==> src/rtl/mc6820_pia_pkg.sv <==
// mc6820_pia_pkg: register-select addresses and control-register bit positions
package mc6820_pia_pkg;
    localparam logic [1:0] RS_ORA = 2'd0;
    localparam logic [1:0] RS_CRA = 2'd1;
    localparam logic [1:0] RS_ORB = 2'd2;
    localparam logic [1:0] RS_CRB = 2'd3;
    localparam int CR_IRQ1    = 7;
    localparam int CR_IRQ2    = 6;
    localparam int CR_C2_OUT  = 5;
    localparam int CR_C2_EDGE = 4;
    localparam int CR_C2_EN   = 3;
    localparam int CR_OR_SEL  = 2;
    localparam int CR_C1_EDGE = 1;
    localparam int CR_C1_EN   = 0;
endpackage

==> src/rtl/mc6820_pia_port.sv <==
// pia_port: one PIA side with DDR/OR/CR, C1/C2 edge flags, C2 output modes and irq
module pia_port
    import mc6820_pia_pkg::*;
#(
    parameter bit READ_STROBE = 1'b1
) (
    input  logic       clk,
    input  logic       rst,
    input  logic       sel,
    input  logic       rw,
    input  logic       ctrl,
    input  logic [7:0] di,
    input  logic [7:0] pi,
    input  logic       c1,
    input  logic       c2i,
    output logic [7:0] po,
    output logic       c2o,
    output logic       irq,
    output logic [7:0] rd
);
    logic [7:0] ddr, or_r, cr, pin;
    logic c1_q, c2_q, hs;
    logic wr_en, cr_we, or_rd, or_wr, strobe, c1_edge, c2_edge, c2_out_n;

    assign wr_en    = sel & ~rw;
    assign cr_we    = wr_en & ctrl;
    assign or_rd    = sel & rw & ~ctrl & cr[CR_OR_SEL];
    assign or_wr    = wr_en & ~ctrl & cr[CR_OR_SEL];
    assign strobe   = READ_STROBE ? or_rd : or_wr;
    assign c1_edge  = cr[CR_C1_EDGE] ? (c1 & ~c1_q) : (~c1 & c1_q);
    assign c2_edge  = cr[CR_C2_EDGE] ? (c2i & ~c2_q) : (~c2i & c2_q);
    assign c2_out_n = cr_we ? di[CR_C2_OUT] : cr[CR_C2_OUT];
    assign pin      = (or_r & ddr) | (pi & ~ddr);
    assign po       = or_r & ddr;
    assign rd       = ctrl ? cr : (cr[CR_OR_SEL] ? pin : ddr);
    assign c2o      = ~cr[CR_C2_OUT] ? 1'b1 : (cr[CR_C2_EDGE] ? cr[CR_C2_EN] : hs);
    assign irq      = ~((cr[CR_IRQ1] & cr[CR_C1_EN]) |
                        (cr[CR_IRQ2] & cr[CR_C2_EN] & ~cr[CR_C2_OUT]));

    // CPU-visible registers; flag sets take priority over the clear caused by an OR read
    always_ff @(posedge clk or posedge rst) begin
        if (rst) begin
            ddr  <= 8'h00;
            or_r <= 8'h00;
            cr   <= 8'h00;
        end else begin
            if (wr_en & ~ctrl & ~cr[CR_OR_SEL]) ddr <= di;
            if (or_wr) or_r <= di;
            if (cr_we) cr[5:0] <= di[5:0];
            cr[CR_IRQ1] <= c1_edge | (cr[CR_IRQ1] & ~or_rd);
            cr[CR_IRQ2] <= ~c2_out_n & (c2_edge | (cr[CR_IRQ2] & ~or_rd));
        end
    end

    // edge history and the handshake/pulse level driven on C2 in strobe modes
    always_ff @(posedge clk or posedge rst) begin
        if (rst) begin
            c1_q <= 1'b1;
            c2_q <= 1'b1;
            hs   <= 1'b1;
        end else begin
            c1_q <= c1;
            c2_q <= c2i;
            hs   <= ~(cr[CR_C2_OUT] & ~cr[CR_C2_EDGE]) ? 1'b1 :
                    cr[CR_C2_EN] ? ~strobe :
                    strobe ? 1'b0 : (c1_edge ? 1'b1 : hs);
        end
    end
endmodule

==> src/rtl/mc6820_pia.sv <==
// mc6820_pia: two-port peripheral interface adapter, A side read-strobed, B side write-strobed
module mc6820_pia
    import mc6820_pia_pkg::*;
(
    input  logic       enable,
    input  logic       reset,
    input  logic [7:0] DI,
    output logic [7:0] DO,
    input  logic [7:0] PAI,
    input  logic [7:0] PBI,
    output logic [7:0] PAO,
    output logic [7:0] PBO,
    input  logic       CA1,
    input  logic       CB1,
    input  logic       CA2I,
    input  logic       CB2I,
    output logic       CA2O,
    output logic       CB2O,
    input  logic [2:0] CS,
    input  logic [1:0] RS,
    input  logic       rw,
    output logic       irqA,
    output logic       irqB
);
    logic sel, a_hit, ctrl;
    logic [7:0] a_rd, b_rd;

    assign sel   = CS[0] & CS[1] & ~CS[2];
    assign a_hit = (RS == RS_ORA) | (RS == RS_CRA);
    assign ctrl  = (RS == RS_CRA) | (RS == RS_CRB);
    assign DO    = (sel & rw & ~reset) ? (a_hit ? a_rd : b_rd) : 8'h00;

    pia_port #(.READ_STROBE(1'b1)) u_a (
        .clk(enable), .rst(reset), .sel(sel & a_hit), .rw(rw), .ctrl(ctrl),
        .di(DI), .pi(PAI), .c1(CA1), .c2i(CA2I),
        .po(PAO), .c2o(CA2O), .irq(irqA), .rd(a_rd)
    );

    pia_port #(.READ_STROBE(1'b0)) u_b (
        .clk(enable), .rst(reset), .sel(sel & ~a_hit), .rw(rw), .ctrl(ctrl),
        .di(DI), .pi(PBI), .c1(CB1), .c2i(CB2I),
        .po(PBO), .c2o(CB2O), .irq(irqB), .rd(b_rd)
    );
endmodule

==> config.mk <==
export PLATFORM = sky130hd
export DESIGN_NAME = mc6820_pia
export DESIGN_NICKNAME = d
export VERILOG_FILES = /design/src/rtl/mc6820_pia_pkg.sv /design/src/rtl/mc6820_pia_port.sv /design/src/rtl/mc6820_pia.sv
export SDC_FILE = /design/constraint.sdc
export NUM_CORES = 1
export LEC_CHECK = 0
export CORE_ASPECT_RATIO = 0.5
export CORE_UTILIZATION = 55
export DETAILED_ROUTE_END_ITERATION = 8
export MAX_ROUTING_LAYER = met4
export PLACE_DENSITY_LB_ADDON = 0.25
export RECOVER_POWER = 50
export SKIP_LAST_GASP = 1
export SLEW_MARGIN = 20
export SYNTH_ARGS = -nofsm -noshare
export SYNTH_HDL_FRONTEND = slang
export SYNTH_SLANG_ARGS = --single-unit
==> constraint.sdc <==
create_clock -name enable -period 3.9 [get_ports enable]
set_clock_uncertainty 0.1 [all_clocks]
set_input_delay 0.78 -clock enable [delete_from_list [all_inputs] [get_ports enable]]
set_output_delay 0.78 -clock enable [all_outputs]
set_load 0.1 [all_outputs]
==> flow_summary.json, run 1 <==
{
  "p_leak_nw": 1.68,
  "swShare_pct": 33.8,
  "post_synth_num_cell_types": 41,
  "internal-power_mw": 1.01,
  "hold_violations": 0,
  "drc_errors": 0,
  "grt_pass1_vias": 2233,
  "dr.pass1.iters": 4,
  "grt_overflow_total": 0,
  "clkSlewWorstSetupHoldPaths_ns": 0.10,
  "post_cts_buffers": 0,
  "holdWs_ns": 0.436,
  "via_count": 2318,
  "syn-instance-count": 251,
  "worst_ir_drop_vdd_mv": 0.227,
  "clock-sinks": 54,
  "grt_pass1_wl_um": 11700,
  "insertion_delay_ns": 0.31,
  "cp-start-kind": "input pin",
  "syn_area_per_cell_um2": 11.8,
  "maxSlewHeadroom_pct": -56.8,
  "die-area_um2": 5680,
  "outcome": "finished, violations left",
  "rr_endpoint": "u_b.or_r[3]$_DFFE_PP0P_",
  "arrival_ns": 2.61,
  "vias_per_cell": 6.04,
  "worst-path-max-fanout": 9,
  "placed_cell_area_um2": 3680,
  "ant_nets": 0,
  "min_path_type": "reg -> reg",
  "dp_hpwl_um": 5060,
  "worstSetupPathType": "in -> out",
  "antenna_cells": 0,
  "hold_depth": 1,
  "die_height_um": 53.8,
  "pwr-share-clk_pct": 25.0,
  "cp.required_ns": 3.02,
  "dr.first_iter.drc_count": 117,
  "yosysSeqAreaShare_pct": 46.1,
  "rsz0062_at_grt": "false",
  "fin_setup_tns_ns": 0,
  "wl_per_cell_um": 19.3,
  "final_nets": 349,
  "p_switching_mw": 0.514,
  "report.final.slew_viol_count": 55,
  "instances_no_fill": 384,
  "cts_buffer_depth": 2,
  "antenna_found_initial": 0,
  "syn2layout_area_growth_pct": 27.5,
  "track_usage_pct": 29.2,
  "drt-total-wl_um": 7410,
  "core_area_um2": 5040,
  "synth-main-ff-cell": "dfrtp_1",
  "tightest_slew_ns": 2.34,
  "rr_startpoint": "u_b.cr[2]$_DFFE_PP0P_",
  "end_kind": "output pin",
  "ctsResizeCount": 0,
  "p_comb_share_pct": 26.2,
  "synth_nets": 287,
  "cts_tree": "yes",
  "gp_congestion": 0.849,
  "synthArstFlopShare_pct": 100,
  "violations": "capacitance limit, slew limit",
  "yosysWarnings": 0,
  "totalPowerFinal_mw": 1.52,
  "ff2ff_setup_slack_ns": 1.77,
  "ys_ff_latch": 54,
  "r2r_cells": 2,
  "fp.dieW_um": 106,
  "fin_area_um2": 3760,
  "fmax_mhz": 286,
  "h-tree-depth": 2,
  "min_to": "u_a.or_r[5]$_DFFE_PP0P_",
  "cts-root-buf": "clkbuf_8",
  "nFillCells": 367,
  "drive_gt1_share_pct": 23.9,
  "netlist_area_um2": 2950,
  "cts_buffers": 5,
  "rows": 18,
  "drv_cap": 1,
  "hp-start": "u_a.or_r[5]$_DFFE_PP0P_",
  "grt_max_degree": 55,
  "period_share_pct": 89.6,
  "holdBufCountCts": 0,
  "ioPinCount": 64,
  "start_util_pct": 58.5,
  "setup_viol": 0,
  "p_per_area_nw_per_um2": 404,
  "numPortBuffers": 63,
  "seq_power_share_pct": 48.8,
  "place_inst": 376,
  "synth_edf_count": 0,
  "fin_crit_ns": 3.49
}
registers in the layout, indices dropped and copies added, names as in the netlist:
signal	flops
u_b.cr	8
u_a.ddr	8
u_a.c2_q	1
u_b.ddr	8
u_b.c2_q	1
u_a.cr	8
u_b.hs	1
u_b.c1_q	1
u_a.hs	1
u_a.or_r	8
u_a.c1_q	1
u_b.or_r	8
area by class of cell:
| cell class | instances | area [um2] | area share, % |
|---|---|---|---|
| tap | 70 | 87.6 | 2.33 |
| inverter | 5 | 20.0 | 0.532 |
| multi-input combinational | 179 | 1460 | 38.8 |
| clock buffer | 5 | 68.8 | 1.83 |
| clock inverter | 3 | 43.8 | 1.16 |
| timing repair buffer | 68 | 723 | 19.2 |
| sequential | 54 | 1360 | 36.1 |
worst max-delay path by stage:
stage / from / endpoint / slack (ns) / cells past startpoint
after floorplan: RS[0] / DO[2] / 0.79 / 4
after global placement: RS[1] / DO[0] / 0.51 / 5
after detailed placement: RS[1] / DO[0] / 0.44 / 5
after CTS: RS[1] / DO[0] / 0.43 / 5
after global routing: RS[1] / DO[5] / 0.26 / 5
final: RS[1] / DO[0] / 0.41 / 5
power groups by stage:
stage	combinational [mW]	clock, mW	sequential (mW)
2_1_floorplan	0.315	0	0.698
3_3_place_gp	0.393	0	0.737
3_5_place_dp	0.405	0	0.745
4_1_cts	0.409	0.382	0.735
5_1_grt	0.426	0.412	0.752
6_report	0.398	0.380	0.741
stage by stage:
step           worst slack, ns  utilization, %
2_1_floorplan            0.790               -
3_3_place_gp             0.513            73.0
3_5_place_dp             0.436            73.0
4_1_cts                  0.433            75.2
5_1_grt                  0.264            74.6
6_report                 0.407            74.6
logic make-up after synthesis:
family                 Yosys count  share of synthesized area, %
and+or+nand+nor                 79                          19.3
DFF                             54                          46.1
AOI/OAI and AO/OA               51                          10.8
muxes                           49                          20.1
buffers and inverters           18                          3.77
per-layer routing:
| layer | vias to the layer above | GRT usage (%) | wire length (um) |
|---|---|---|---|
| li1 | 1047 | - | - |
| met1 | 1173 | 38.5 | 3460 |
| met2 | 90 | 48.2 | 3470 |
| met3 | 8 | 5.33 | 418 |
| met4 | 0 | 6.71 | 59 |
| met5 | - | - | 0 |
cell usage after synthesis, types with 6 or more instances:
library cell	instances	share of area, %
and3b_1	16	4.7
and2_1	16	3.4
and4_1	7	2.1
mux2i_1	7	2.4
dfrtp_1	48	41
a21oi_1	17	2.9
dfstp_2	6	5.3
nor2_1	6	0.76
mux2_2	29	11
mux2_4	13	6.6
o21ai_0	17	2.9
nand2_1	9	1.1
cells in the final DEF, fill, tap and decap left out, drive strengths merged, types with 4 or more instances in the layout:
| cell type | n |
|---|---|
| buf | 13 |
| and2 | 16 |
| nand3b | 6 |
| and4 | 7 |
| clkdlybuf4s50 | 45 |
| nand2 | 9 |
| and3 | 4 |
| clkbuf | 9 |
| and3b | 16 |
| dfstp | 6 |
| mux2i | 7 |
| dfrtp | 48 |
| inv | 5 |
| mux2 | 42 |
| nor2 | 6 |
| a21oi | 17 |
| nor2b | 5 |
| dlygate4sd3 | 6 |
| o21ai | 17 |
worst max-delay path, cell delays in order:
cell and delay, ns:
clkdlybuf4s50_1 0.53, nor2_1 0.63, o21ai_0 0.21, and4_1 0.28
buf_12 0.17
Note: power is estimated with default switching activity, not from simulation.
==> run 2: changes to the inputs <==
--- a/config.mk
+++ b/config.mk
@@ -7,6 +7,8 @@
 export LEC_CHECK = 0
 export CORE_ASPECT_RATIO = 0.5
 export CORE_UTILIZATION = 55
+export CTS_CLUSTER_DIAMETER = 120
+export CTS_CLUSTER_SIZE = 10
 export DETAILED_ROUTE_END_ITERATION = 8
 export MAX_ROUTING_LAYER = met4
 export PLACE_DENSITY_LB_ADDON = 0.25
==> results of run 2 <==
No change in the layout: final DEF, timing and power equal those of run 1.
